===== src/rtl/execute_arbiter.sv =====
// Round-robin front end sharing one combinational Execute stage between two
// requesters; registers operands, captures result/flags, returns tagged response.
module execute_arbiter #(
    parameter int WIDTH = 8
) (
    input  logic             clk,
    input  logic             nReset,
    input  logic             req0Valid,
    input  logic             req1Valid,
    output logic             req0Ready,
    output logic             req1Ready,
    input  logic [WIDTH-1:0] req0Data1,
    input  logic [WIDTH-1:0] req0Data2,
    input  logic [WIDTH-1:0] req1Data1,
    input  logic [WIDTH-1:0] req1Data2,
    input  logic [3:0]       req0AluControl,
    input  logic [3:0]       req1AluControl,
    output logic [WIDTH-1:0] aluData1,
    output logic [WIDTH-1:0] aluData2,
    output logic [3:0]       aluControl,
    input  logic [WIDTH-1:0] aluOutput,
    input  logic             N,
    input  logic             Z,
    input  logic             V,
    input  logic             C,
    output logic             respValid,
    input  logic             respReady,
    output logic             respId,
    output logic [WIDTH-1:0] respResult,
    output logic             respN,
    output logic             respZ,
    output logic             respV,
    output logic             respC
);

    typedef enum logic [1:0] {IDLE, EXEC, RESP} state_t;

    state_t state;
    state_t nextState;
    logic   lastGrant;
    logic   grant;
    logic   accept;

    // On a tie the requester that did not win last time gets the slot
    always_comb begin
        grant = 1'b0;
        if (req0Valid && req1Valid) begin
            grant = ~lastGrant;
        end else if (req1Valid) begin
            grant = 1'b1;
        end
    end

    assign accept    = (state == IDLE) && (req0Valid || req1Valid);
    assign req0Ready = accept && !grant;
    assign req1Ready = accept && grant;

    always_ff @(posedge clk or negedge nReset) begin
        if (!nReset) begin
            state <= IDLE;
        end else begin
            state <= nextState;
        end
    end

    always_comb begin
        nextState = state;
        unique case (state)
            IDLE: if (accept) nextState = EXEC;
            EXEC: nextState = RESP;
            RESP: if (respReady) nextState = IDLE;
            default: nextState = IDLE;
        endcase
    end

    always_ff @(posedge clk or negedge nReset) begin
        if (!nReset) begin
            aluData1   <= '0;
            aluData2   <= '0;
            aluControl <= '0;
            lastGrant  <= 1'b1;
            respId     <= 1'b0;
            respValid  <= 1'b0;
            respResult <= '0;
            respN      <= 1'b0;
            respZ      <= 1'b0;
            respV      <= 1'b0;
            respC      <= 1'b0;
        end else begin
            if (accept) begin
                aluData1   <= grant ? req1Data1 : req0Data1;
                aluData2   <= grant ? req1Data2 : req0Data2;
                aluControl <= grant ? req1AluControl : req0AluControl;
                lastGrant  <= grant;
                respId     <= grant;
            end
            if (state == EXEC) begin
                respResult <= aluOutput;
                respN      <= N;
                respZ      <= Z;
                respV      <= V;
                respC      <= C;
                respValid  <= 1'b1;
            end
            if (state == RESP && respReady) begin
                respValid <= 1'b0;
            end
        end
    end

endmodule


===== config.mk =====
export PLATFORM = sky130hd
export DESIGN_NAME = execute_arbiter
export DESIGN_NICKNAME = d
export VERILOG_FILES = /design/src/rtl/execute_arbiter.sv
export SDC_FILE = /design/constraint.sdc
export NUM_CORES = 1
export LEC_CHECK = 0
export ABC_AREA = 1
export BUFFER_PORTS_ARGS = -buffer_cell sky130_fd_sc_hd__buf_2
export CELL_PAD_IN_SITES_DETAIL_PLACEMENT = 1
export CELL_PAD_IN_SITES_GLOBAL_PLACEMENT = 1
export CORE_ASPECT_RATIO = 1.4
export CORE_UTILIZATION = 27
export DETAILED_ROUTE_END_ITERATION = 16
export PLACE_DENSITY_LB_ADDON = 0.1
export RECOVER_POWER = 50
export SLEW_MARGIN = 0
export SYNTH_ARGS = -nofsm -noshare
export SYNTH_HDL_FRONTEND = slang
export SYNTH_SLANG_ARGS = --single-unit
export TNS_END_PERCENT = 10

===== constraint.sdc =====
create_clock -name clk -period 1.3 [get_ports clk]
set_input_delay 0.39 -clock clk [delete_from_list [all_inputs] [get_ports clk]]
set_output_delay 0.39 -clock clk [all_outputs]
set_load 0.02 [all_outputs]

-- Yosys cells after proc, flatten, opt, wreduce, memory -nomap -nowiden
Cells that the tools add are included.
- add/sub/neg operators: 0
- $mul: 0
- divide/modulo/power cells: 0
- $lt $le $gt $ge: 0
- equality and inequality tests: 4
- shift-type cells: 0
- muxes and demuxes: 10
- bitwise logic cells: 1
- reduce and logical (&&, ||, !) cells: 10
- operator list (operator ; count):
    $mux W8 ; 2
    $pmux W2 S3 ; 1
    $logic_and A1 B1 Y1 ; 5
    $mux W1 ; 4
    $mux W2 ; 2
    $mux W4 ; 1
    $ne A2 B2 Y1 const B ; 2
    $eq A2 B1 Y1 const B ; 1
    $eq A2 B2 Y1 const B ; 1
    $logic_not A2 Y1 ; 1
    $reduce_and A2 Y1 ; 1
    $reduce_bool A2 Y1 ; 1
    $logic_not A1 Y1 ; 1
    $logic_or A1 B1 Y1 ; 1
    $not A1 Y1 ; 1
- register bits after elaboration: 37
- bits in latches: 0
- memory bits (writable): 0
- ROM bits: 0
- input port bits: 57
- output and inout bits: 36
- logic and storage cells: 37
- memories: 0

-- Longest topological paths before layout
Gate-level depths: netlist of the first run.
- depth in word-level cells: 4
- depth in mapped cells: 7
- depth with buffers taken out: 6

-- Worst setup path after synthesis of the first run
Ideal clock, no wire load.
- kind: reg2out
- from: register lastGrant
- to: output port req0Ready
- data arrival time: 1.139 ns
- required time: 0.910 ns
- slack: -0.229 ns
- stages on the path, launching flop included: 6
- path buffers: 1
- cells stage by stage: dfstp_2 -> nand2_1 -> nand2_2 -> buf_4 -> inv_1 -> nor2_1
- longest elaborated chain between the ends: 4
- RTL lines (what ; line ; source):
    start, declared ; 40 ; logic lastGrant;
    start signal, assigned ; 94 ; lastGrant <= grant;
    $not A1 Y1 ; 48 ; grant = ~lastGrant;
    $mux W1 ; 47 ; if (req0Valid && req1Valid) begin
    $logic_not A1 Y1 ; 55 ; assign req0Ready = accept && !grant;
    $logic_and A1 B1 Y1 ; 55 ;
    end, declared ; 10 ; output logic req0Ready,
No other way between the ends.

-- Final worst setup path of the first run
- from: register state[0]
- to: output port req1Ready
- longest elaborated chain between the ends: 3
- RTL lines (what ; line ; source):
    start, declared ; 38 ; state_t state;
    start signal, assigned ; 62 ; state <= nextState;
    $logic_not A2 Y1 ; 54 ; assign accept = (state == IDLE) && (req0Valid || req1Valid);
    $logic_and A1 B1 Y1 ; 54 ;
    $logic_and A1 B1 Y1 ; 56 ; assign req1Ready = accept && grant;
    end, declared ; 11 ; output logic req1Ready,
No other way between the ends.

==> run summary, run 1 <==
Status -> finished with violations
Failing checks -> setup timing
Syn Area/Cell -> 7.65 sq um
Crit-path max FO -> 6
Synth Cell Area -> 0.00173 sq mm
Max layer used -> met4
H-tree level count -> 2
# hold bufs at CTS -> 0
Routed WL -> 4830 um
Initial core utilization -> 27.8%
CP required -> 0.91 ns
Arr. time, crit path -> 1.22 ns
RePlAce Congestion -> 0.699
Initial antenna violation count -> 0
Unrepaired setup endpoints after global routing -> yes
Clock skew -> 0.00563 ns
Tcrit/Tclk final -> 124%
FP Rows -> 34
Total of max-cap violations -> 0
Post-DP HPWL -> 3520 um
HP Class -> input port to flip-flop
Met3 WL -> 257 um
DR WL/cell -> 12.1 um
Relative slew margins -> 37.6%
Die height -> 96.7 um
Full die area -> 0.00673 sq mm
Worst-skew pair later-pin latency -> 0.28 ns
Clock slew at reported path FFs -> 0.07 ns
Metal-1 WL -> 2050 um
GRT Residual Overflow -> 0
CTS Buffer Depth -> 2
Clk sinks -> 37
Crit path kind -> flip-flop to output port
Inserted Clock Buffers -> 5
Yosys cell types -> 15
Sequential power share -> 34.3%
Die width -> 69.6 um
VDD IR max -> 0.630 mV
Antenna diode count -> 0
Vias in the first global route -> 1806
Sw frac -> 43.1%
Starting DRC count in detailed routing -> 58
Post-Syn Instances -> 226
Layout Utilization -> 39.4%
Via count -> 1755
Least-Margin Pin Slew -> 0.937 ns
# port buffers -> 92
Clk pwr share -> 17.6%
Area post-placement -> 0.00231 sq mm
GRT Util Overall -> 15.5%
FILL cells -> 791
Via/cell ratio -> 4.40
Fin nets -> 383
Fmax -> 621 MHz
Drt first pass iters -> 4
Synth warn -> 0
DRC viols -> 0
Pwr dens -> 2390 mW/mm^2
Final WS setup -> -0.311 ns
Area Growth Syn to Fin -> 41.7%
Int Pwr -> 0.00333 W
Root buffer cell -> clkbuf_8
Final hold violations -> 0
Final instance area -> 0.00245 sq mm
Comb pwr share -> 48.1%
CTS tree -> done
Pins Over Slew Limit -> 0
Crit. End Element -> output port
Lkg Pwr -> 1.47 nW
Ratio of cells with drive above 1 in the final layout -> 37.0%
Ports -> 93
Global-route wire length before repair -> 8240 um
Core area -> 0.00621 sq mm
Met2 WL post-DR -> 2440 um
Pin count of the biggest net entering global routing -> 38
Sw power -> 0.00252 W
Sequential share of the synthesized area -> 53.7%
DRT antenna net count -> 0
Startpoint Class -> flip-flop
Post-route minimum period -> 1.61 ns
Seq cells post-synth -> 37
Post-Syn Nets -> 283
Endpoints failing setup -> 3
[path summary, 6_finish.rpt]
kind	start	end	slack, ns	cells past startpoint
hold reg to reg	respZ	respZ	0.47	2
setup / recovery	state[0]	req1Ready	-0.31	4
hold / removal	aluOutput[4]	respResult[4]	0.30	3
min in group asynchronous	nReset	respN	0.32	2
setup reg to reg	state[0]	aluData1[2]	-0.01	6
max in group asynchronous	nReset	aluData1[7]	0.40	2
[cell usage after synthesis (all sizes together)]
cell / number / share of area (%)
dfstp: 1 / 1.5
buf: 12 / 4.8
o21ai: 3 / 1.5
dfrtp: 36 / 52
nand2: 143 / 31
inv: 6 / 1.3
nand3: 21 / 6.1
nor2: 4 / 1.4
[cells by family after synthesis]
| family | after synthesis | share of synthesized area, % |
|---|---|---|
| buffers and inverters | 18 | 6.08 |
| AO/OA/AOI/OAI | 3 | 1.52 |
| flip-flops | 37 | 53.7 |
| AND/OR/NAND/NOR | 168 | 38.7 |
[worst max-delay path, cell delays in order (launching register included)]
cell	delay [ns]
dfrtp_1	0.41
nor2_4	0.14
o21ai_4	0.10
nor2_2	0.14
buf_6	0.14
[routing by layer]
metal | GRT usage, % | up-vias
met4 | 6.46 | 0
met1 | 17.6 | 807
li1 | - | 885
met3 | 4.06 | 6
met2 | 27.2 | 57
met5 | 0 | -
[layout by cell type (no fill, tap or decap), types with 2 or more instances in the layout]
cell type	synthesis	layout
nand2_1	142	141
nand2_4	0	2
nand3_1	21	21
buf_2	6	90
dfrtp_1	36	36
buf_4	4	9
o21ai_0	2	2
clkbuf_8	0	6
buf_6	2	4
inv_1	5	4
nor2_4	1	2
[registers in the layout, indices dropped and copies added, names as in the netlist]
| signal | cells |
|---|---|
| respId | 1 |
| respValid | 1 |
| aluData1 | 8 |
| respN | 1 |
| respZ | 1 |
| state | 2 |
| respC | 1 |
| aluControl | 4 |
| respV | 1 |
| aluData2 | 8 |
| lastGrant | 1 |
| respResult | 8 |
[final cells by class]
| cell class | count | area [sq um] | area share [%] |
|---|---|---|---|
| Clock inverter | 1 | 30.0 | 1.23 |
| Sequential cell | 37 | 927 | 37.9 |
| Multi-Input combinational cell | 171 | 716 | 29.2 |
| Tap cell | 72 | 90.1 | 3.68 |
| Timing Repair Buffer | 105 | 576 | 23.5 |
| Clock buffer | 7 | 86.3 | 3.53 |
| Inverter | 6 | 23.8 | 0.971 |
[power by group through the flow]
| stage | registers [W] | clock network [W] | logic, W |
|---|---|---|---|
| 2_1_floorplan | 0.00264 | 0 | 0.00125 |
| 3_3_place_gp | 0.00200 | 0 | 0.00282 |
| 3_5_place_dp | 0.00202 | 0 | 0.00286 |
| 4_1_cts | 0.00201 | 0.00109 | 0.00292 |
| 5_1_grt | 0.00208 | 0.00113 | 0.00315 |
| 6_report | 0.00201 | 0.00103 | 0.00282 |
[per-stage QoR]
step / setup WS (ns) / hold slack (ns) / std cells / total power (W) / TNS [ns]
after floorplan: -0.0600 / 0.0944 / 226 / 0.00389 / -0.0600
after global placement: -0.0960 / 0.377 / 390 / 0.00482 / -1.70
after detailed placement: -0.118 / 0.376 / 390 / 0.00488 / -2.35
after CTS: -0.341 / 0.0556 / 399 / 0.00602 / -0.678
after global routing: -0.385 / 0.294 / 399 / 0.00635 / -2.87
final: -0.311 / 0.301 / 399 / 0.00585 / -0.631
[timing repair]
item | 4_1_cts | 5_1_grt
setup endpoints to repair | 22 | 23
resized for setup | 7 | 4
pin swaps | 3 | 0
setup buffers | 1 | 0
endpoints found under the hold margin | 0 | 0
(Power assumes the default switching activity.)
==> inputs of run 2 (changes only) <==
CORE_UTILIZATION = 30   (was 27)
clock period = 1.6 ns   (was 1.3 ns; I/O delays follow)
==> run 2 against run 1 <==
Compared with the run above:
- the flow still finishes with violations (setup timing)
- critical path depth is 1 higher
- global-route usage is 2.5 points higher
- sequential cell count stayed put
- total power is 18% lower
- wire length is 1.9% higher
- largest cell class unchanged
==> run summary, run 2 (same netlist as run 1, synthesis figures left out) <==
VDD IR max -> 0.626 mV (-0.70%)
Dpl cells -> 382 (-2.1%)
Reg2reg path depth -> 5 (-1)
Die width -> 66.1 um (-5.0%)
Full die area -> 0.00607 sq mm (-9.8%)
Final non-filler cell total -> 393 (-1.5%)
Inserted Clock Buffers -> 5 (unchanged)
CTS Buffer Depth -> 2 (unchanged)
Post-route minimum period -> 1.72 ns
Via count -> 1749 (-0.34%)
Die height -> 91.8 um (-5.0%)
Routed WL -> 4920 um (+1.9%)
Crit path to -> req0Ready
Initial antenna violation count -> 0 (unchanged)
Drt first pass iters -> 6 (+2)
FF-to-FF End -> respResult[1]
Met2 Usage GRT -> 30.3% (+3.1 points)
Arr. time, crit path -> 1.24 ns (+0.02 ns)
Area Growth Syn to Fin -> 39.9%
Pin count of the biggest net entering global routing -> 26 (-32%)
Gr busiest metal -> met2
Status -> finished with violations
Lkg Pwr -> 1.42 nW (-3.4%)
Failing checks -> setup timing
Vias in the first global route -> 1731 (-4.2%)
Clock skew -> 0.00648 ns (+0.000850 ns)
Pins Over Slew Limit -> 0 (unchanged)
Crit-path max FO -> 3 (-3)
Antenna diode count -> 0 (unchanged)
Clk sinks -> 37 (unchanged)
Fin nets -> 381 (-0.52%)
Place WS -> -0.0683 ns (+0.0497 ns)
DR WL/cell -> 12.5 um (+3.4%)
Core area -> 0.00553 sq mm (-11%)
Biggest regs -> aluData1 (8), aluData2 (8), respResult (8)
Most common cell after layout, fill and taps aside -> nand2_1
DRT antenna net count -> 0 (unchanged)
Root buffer cell -> clkbuf_8
Starting DRC count in detailed routing -> 57 (-1.7%)
DRC viols -> 0 (unchanged)
Tcrit/Tclk final -> 107%
Clock slew at reported path FFs -> 0.08 ns (about the same)
Startpoint Class -> flip-flop
Crit path kind -> flip-flop to output port
CP required -> 1.12 ns (+0.21 ns)
GRT Util Overall -> 18.0% (+2.5 points)
Least-Margin Pin Slew -> 0.733 ns (-0.204 ns)
Endpoints failing setup -> 2 (-1)
Global-route wire length before repair -> 8220 um (-0.17%)
Final hold violations -> 0 (unchanged)
Worst-skew pair later-pin latency -> 0.28 ns (about the same)
Worst Setup SP -> lastGrant
Unrepaired setup endpoints after global routing -> yes
Worst reg2reg setup slack -> 0.16 ns (+0.17 ns)
Via/cell ratio -> 4.45 (+1.2%)
Initial core utilization -> 31.3% (+3.5 points)
Met3 GRT Util -> 3.48% (-0.58 points)
RePlAce Congestion -> 0.697 (-0.17%)
HP Class -> input port to async pin
Met1 Usage GRT -> 22.7% (+5.1 points)
Commonest cells after routing, fill and taps aside -> 141 x nand2_1, 75 x buf_2, 36 x dfrtp_1
Ports -> 93 (unchanged)
Fmax -> 582 MHz
# port buffers -> 92 (unchanged)
Power, Total -> 0.00480 W (-18%)
Final WS setup -> -0.119 ns (+0.192 ns)
Post-DP HPWL -> 3750 um (+6.4%)
H-tree level count -> 2 (unchanged)
FP Rows -> 32 (-5.9%)
Crit. End Element -> output port
Relative slew margins -> 51.2% (+14 points)
Total of max-cap violations -> 0 (unchanged)
GRT Residual Overflow -> 0 (unchanged)
Ratio of cells with drive above 1 in the final layout -> 32.6% (-4.4 points)
Reg2reg start -> state[1]
CTS tree -> done
Pwr dens -> 1980 mW/mm^2 (-17%)
==> run 2: final cells by class <==
type / count / area [sq um]
sequential: 37 / 927
clock inverter: 3 / 65.1
inverter: 6 / 22.5
timing repair buffer: 103 / 531
tap: 68 / 85.1
clock buffer: 5 / 68.8
multi-input combinational: 171 / 718
fill: 743 / 3110
==> run 2: metal layers <==
| metal | share of wire [%] | vias to the layer above |
|---|---|---|
| met2 | 52 | 60 |
| met4 | 1.3 | 0 |
| li1 | - | 884 |
| met3 | 5.1 | 6 |
| met5 | 0 | - |
| met1 | 41 | 799 |
==> run 2: report_power, final <==
part	switching [W]	internal (W)	leakage (nW)
Sequential	0.000244	0.00140	0.456
Combinational	0.00151	0.000700	0.900
Clock	0.000330	0.000619	0.0681
Total	0.00208	0.00271	1.42
==> run 2: repair_timing <==
item	CTS	global route
endpoints found under the hold margin	0	0
buffers inserted	2	1
hold buffers	0	0
resized for setup	6	3
setup endpoints to repair	2	4
pin swaps	2	1
==> run 2: critical path, cell delays in order, from the launching register on <==
cell and delay (ns):
dfstp_2 0.56, nand2_4 0.06, nand2_4 0.08, inv_2 0.04, nor2_2 0.09, buf_6 0.13
==> run 2: per-stage QoR <==
stage	instance area, sq um	TNS (ns)	utilization (%)	hold WS (ns)
6_report	2420	-0.195	43.8	0.223
3_3_place_gp	2270	-0.0338	41.0	0.396
3_5_place_dp	2270	-1.10	41.0	0.399
4_1_cts	2430	-0.254	44.0	0.0845
2_1_floorplan	1730	0	-	0.184
5_1_grt	2420	-0.326	43.8	0.258
==> run 2: worst min-delay path by stage <==
stage,to,slack [ns],depth (start not counted)
6_report,respResult[4],0.22,1
5_1_grt,respResult[6],0.26,1
4_1_cts,respResult[6],0.08,1
3_5_place_dp,respC,0.40,1
3_3_place_gp,respC,0.40,1
2_1_floorplan,aluControl[0],0.18,0
==> inputs of run 3 (changes only) <==
BUFFER_PORTS_ARGS = not set   (was -buffer_cell sky130_fd_sc_hd__buf_2)
CORE_UTILIZATION = 42   (was 30)
DONT_BUFFER_PORTS = 1   (was not set)
SLEW_MARGIN = not set   (was 0)
==> run 3 against run 2 <==
Compared with the run above:
- the run still ends with setup timing left
- sequential share of layout area is 9.1 points higher
- register-to-register slack worse by 0.17 ns
- utilization is 5.7 points higher
- critical path type unchanged
- cell area down 19%
- largest cell class unchanged
==> run summary, run 3 (same netlist as run 1, synthesis figures left out) <==
Status -> finished with violations
Failing checks -> setup timing
Post-DP HPWL -> 3080 um (-18%)
RePlAce Congestion -> 0.781 (+12%)
Area Growth Syn to Fin -> 13.2%
VDD IR max -> 1.25 mV (+99%)
Initial antenna violation count -> 0 (unchanged)
Root buffer cell -> clkbuf_8
Crit-path max FO -> 4 (+1)
Fin nets -> 294 (-23%)
Layout Utilization -> 49.5% (+5.7 points)
Unrepaired setup endpoints after global routing -> yes
Post-route minimum period -> 1.71 ns (-0.0112 ns)
Clk sinks -> 37 (unchanged)
Dpl cells -> 265 (-31%)
Final hold violations -> 0 (unchanged)
Initial core utilization -> 43.7% (+12 points)
Pin count of the biggest net entering global routing -> 37 (+42%)
Routed WL -> 4330 um (-12%)
GRT Util Overall -> 21.9% (+3.9 points)
DR WL/cell -> 15.4 um (+23%)
Crit. End Element -> output port
Crit path kind -> flip-flop to output port
Die height -> 77.9 um (-15%)
Final non-filler cell total -> 281 (-28%)
Slowest cell delay on critical path -> 0.55 ns (about the same)
Via count -> 1468 (-16%)
Total of max-cap violations -> 0 (unchanged)
Starting DRC count in detailed routing -> 72 (+26%)
Arr. time, crit path -> 1.23 ns (about the same)
Final instance area -> 0.00196 sq mm (-19%)
Ports -> 93 (unchanged)
Tcrit/Tclk final -> 107% (-0.70 points)
Clock slew at reported path FFs -> 0.07 ns (about the same)
Pins Over Slew Limit -> 0 (unchanged)
Startpoint Class -> flip-flop
Fmax -> 586 MHz (+0.65%)
Antenna diode count -> 0 (unchanged)
Ratio of cells with drive above 1 in the final layout -> 13.0% (-20 points)
TNS Setup -> -0.182 ns (+0.0135 ns)
DRT antenna net count -> 0 (unchanged)
DRC viols -> 0 (unchanged)
HP Class -> input port to async pin
FP Rows -> 27 (-16%)
Global-route wire length before repair -> 7380 um (-10%)
Full die area -> 0.00438 sq mm (-28%)
Vias in the first global route -> 1583 (-8.5%)
Most common cell after layout, fill and taps aside -> nand2_1
Area post-placement -> 0.00176 sq mm (-22%)
Biggest regs -> aluData1 (8), aluData2 (8), respResult (8)
Worst-skew pair later-pin latency -> 0.28 ns (about the same)
CP required -> 1.12 ns (about the same)
Inserted Clock Buffers -> 5 (unchanged)
Pwr dens -> 2190 mW/mm^2 (+10%)
Least-Margin Pin Slew -> 0.876 ns (+0.143 ns)
CTS tree -> done
Lkg Pwr -> 1.09 nW (-24%)
# port buffers -> 0 (-100%)
Via/cell ratio -> 5.22 (+17%)
Relative slew margins -> 41.6% (-9.5 points)
Core area -> 0.00395 sq mm (-28%)
H-tree level count -> 2 (unchanged)
Drt first pass iters -> 4 (-2)
CTS Buffer Depth -> 2 (unchanged)
Clock skew -> 0.00223 ns (-0.00426 ns)
Commonest cells after routing, fill and taps aside -> 141 x nand2_1, 36 x dfrtp_1, 21 x nand3_1
Max stage delay cell, worst path -> dfstp_2
Final WS setup -> -0.108 ns (+0.0112 ns)
Die width -> 56.2 um (-15%)
Worst path cell trace -> nand2_2 -> nand2_4 -> inv_2 -> nor2_4
Power, Total -> 0.00428 W (-11%)
Endpoints failing setup -> 6 (+4)
GRT Residual Overflow -> 0 (unchanged)
==> run 3: timing repair <==
item                       in CTS  in global routing
pin swaps                       4                  4
gates resized for setup         6                  2
buffers inserted                6                  1
hold buffers                    1                  0
gates cloned                    0                  0
setup endpoints to repair       2                 11
hold endpoints to repair       36                  0
==> run 3: final cells by class <==
cell class                 count  area [sq um]
sequential                    37           927
tap                           43          53.8
clock inverter                 2          37.5
clock buffer                   6          82.6
fill                         493          2000
timing repair buffer          16           114
inverter                       6          22.5
multi-input combinational    171           718
==> run 3: stage by stage <==
step,setup slack [ns],hold WS [ns]
after floorplan,0.0560,0.184
after global placement,0.161,0.185
after detailed placement,0.117,0.185
after CTS,-0.0937,0.0163
after global routing,-0.148,0.00699
final,-0.108,0.0293
==> run 3: critical path, delay by kind of cell, from the launching register on <==
kind / cells / cell delay [ns]
flip-flops: 1 / 0.55
buffers and inverters: 1 / 0.05
AND/OR/NAND/NOR: 3 / 0.33
==> run 3: worst paths after layout <==
| path | startpoint | end | slack [ns] | cells past startpoint |
|---|---|---|---|---|
| setup / recovery | lastGrant | req0Ready | -0.11 | 4 |
| hold / removal | nReset | lastGrant | 0.03 | 0 |
| setup reg to reg | lastGrant | aluData1[3] | -0.01 | 12 |
| hold reg to reg | lastGrant | lastGrant | 0.51 | 2 |
| max in group asynchronous | nReset | respId | 0.76 | 1 |
| min in group clk | respReady | state[1] | 0.30 | 1 |
==> run 3: per-layer routing <==
metal,global-route usage [%],vias to the layer above,routed length [um]
li1,-,708,-
met5,0,-,0
met3,7.00,6,339
met1,24.4,686,1620
met4,6.59,0,54
met2,39.4,68,2320
==> run 3: where the power goes <==
part / total (W) / internal [W] / switching [W]
Clock: 0.000842 / 0.000507 / 0.000335
Combinational: 0.00124 / 0.000431 / 0.000809
Sequential: 0.00220 / 0.00139 / 0.000807
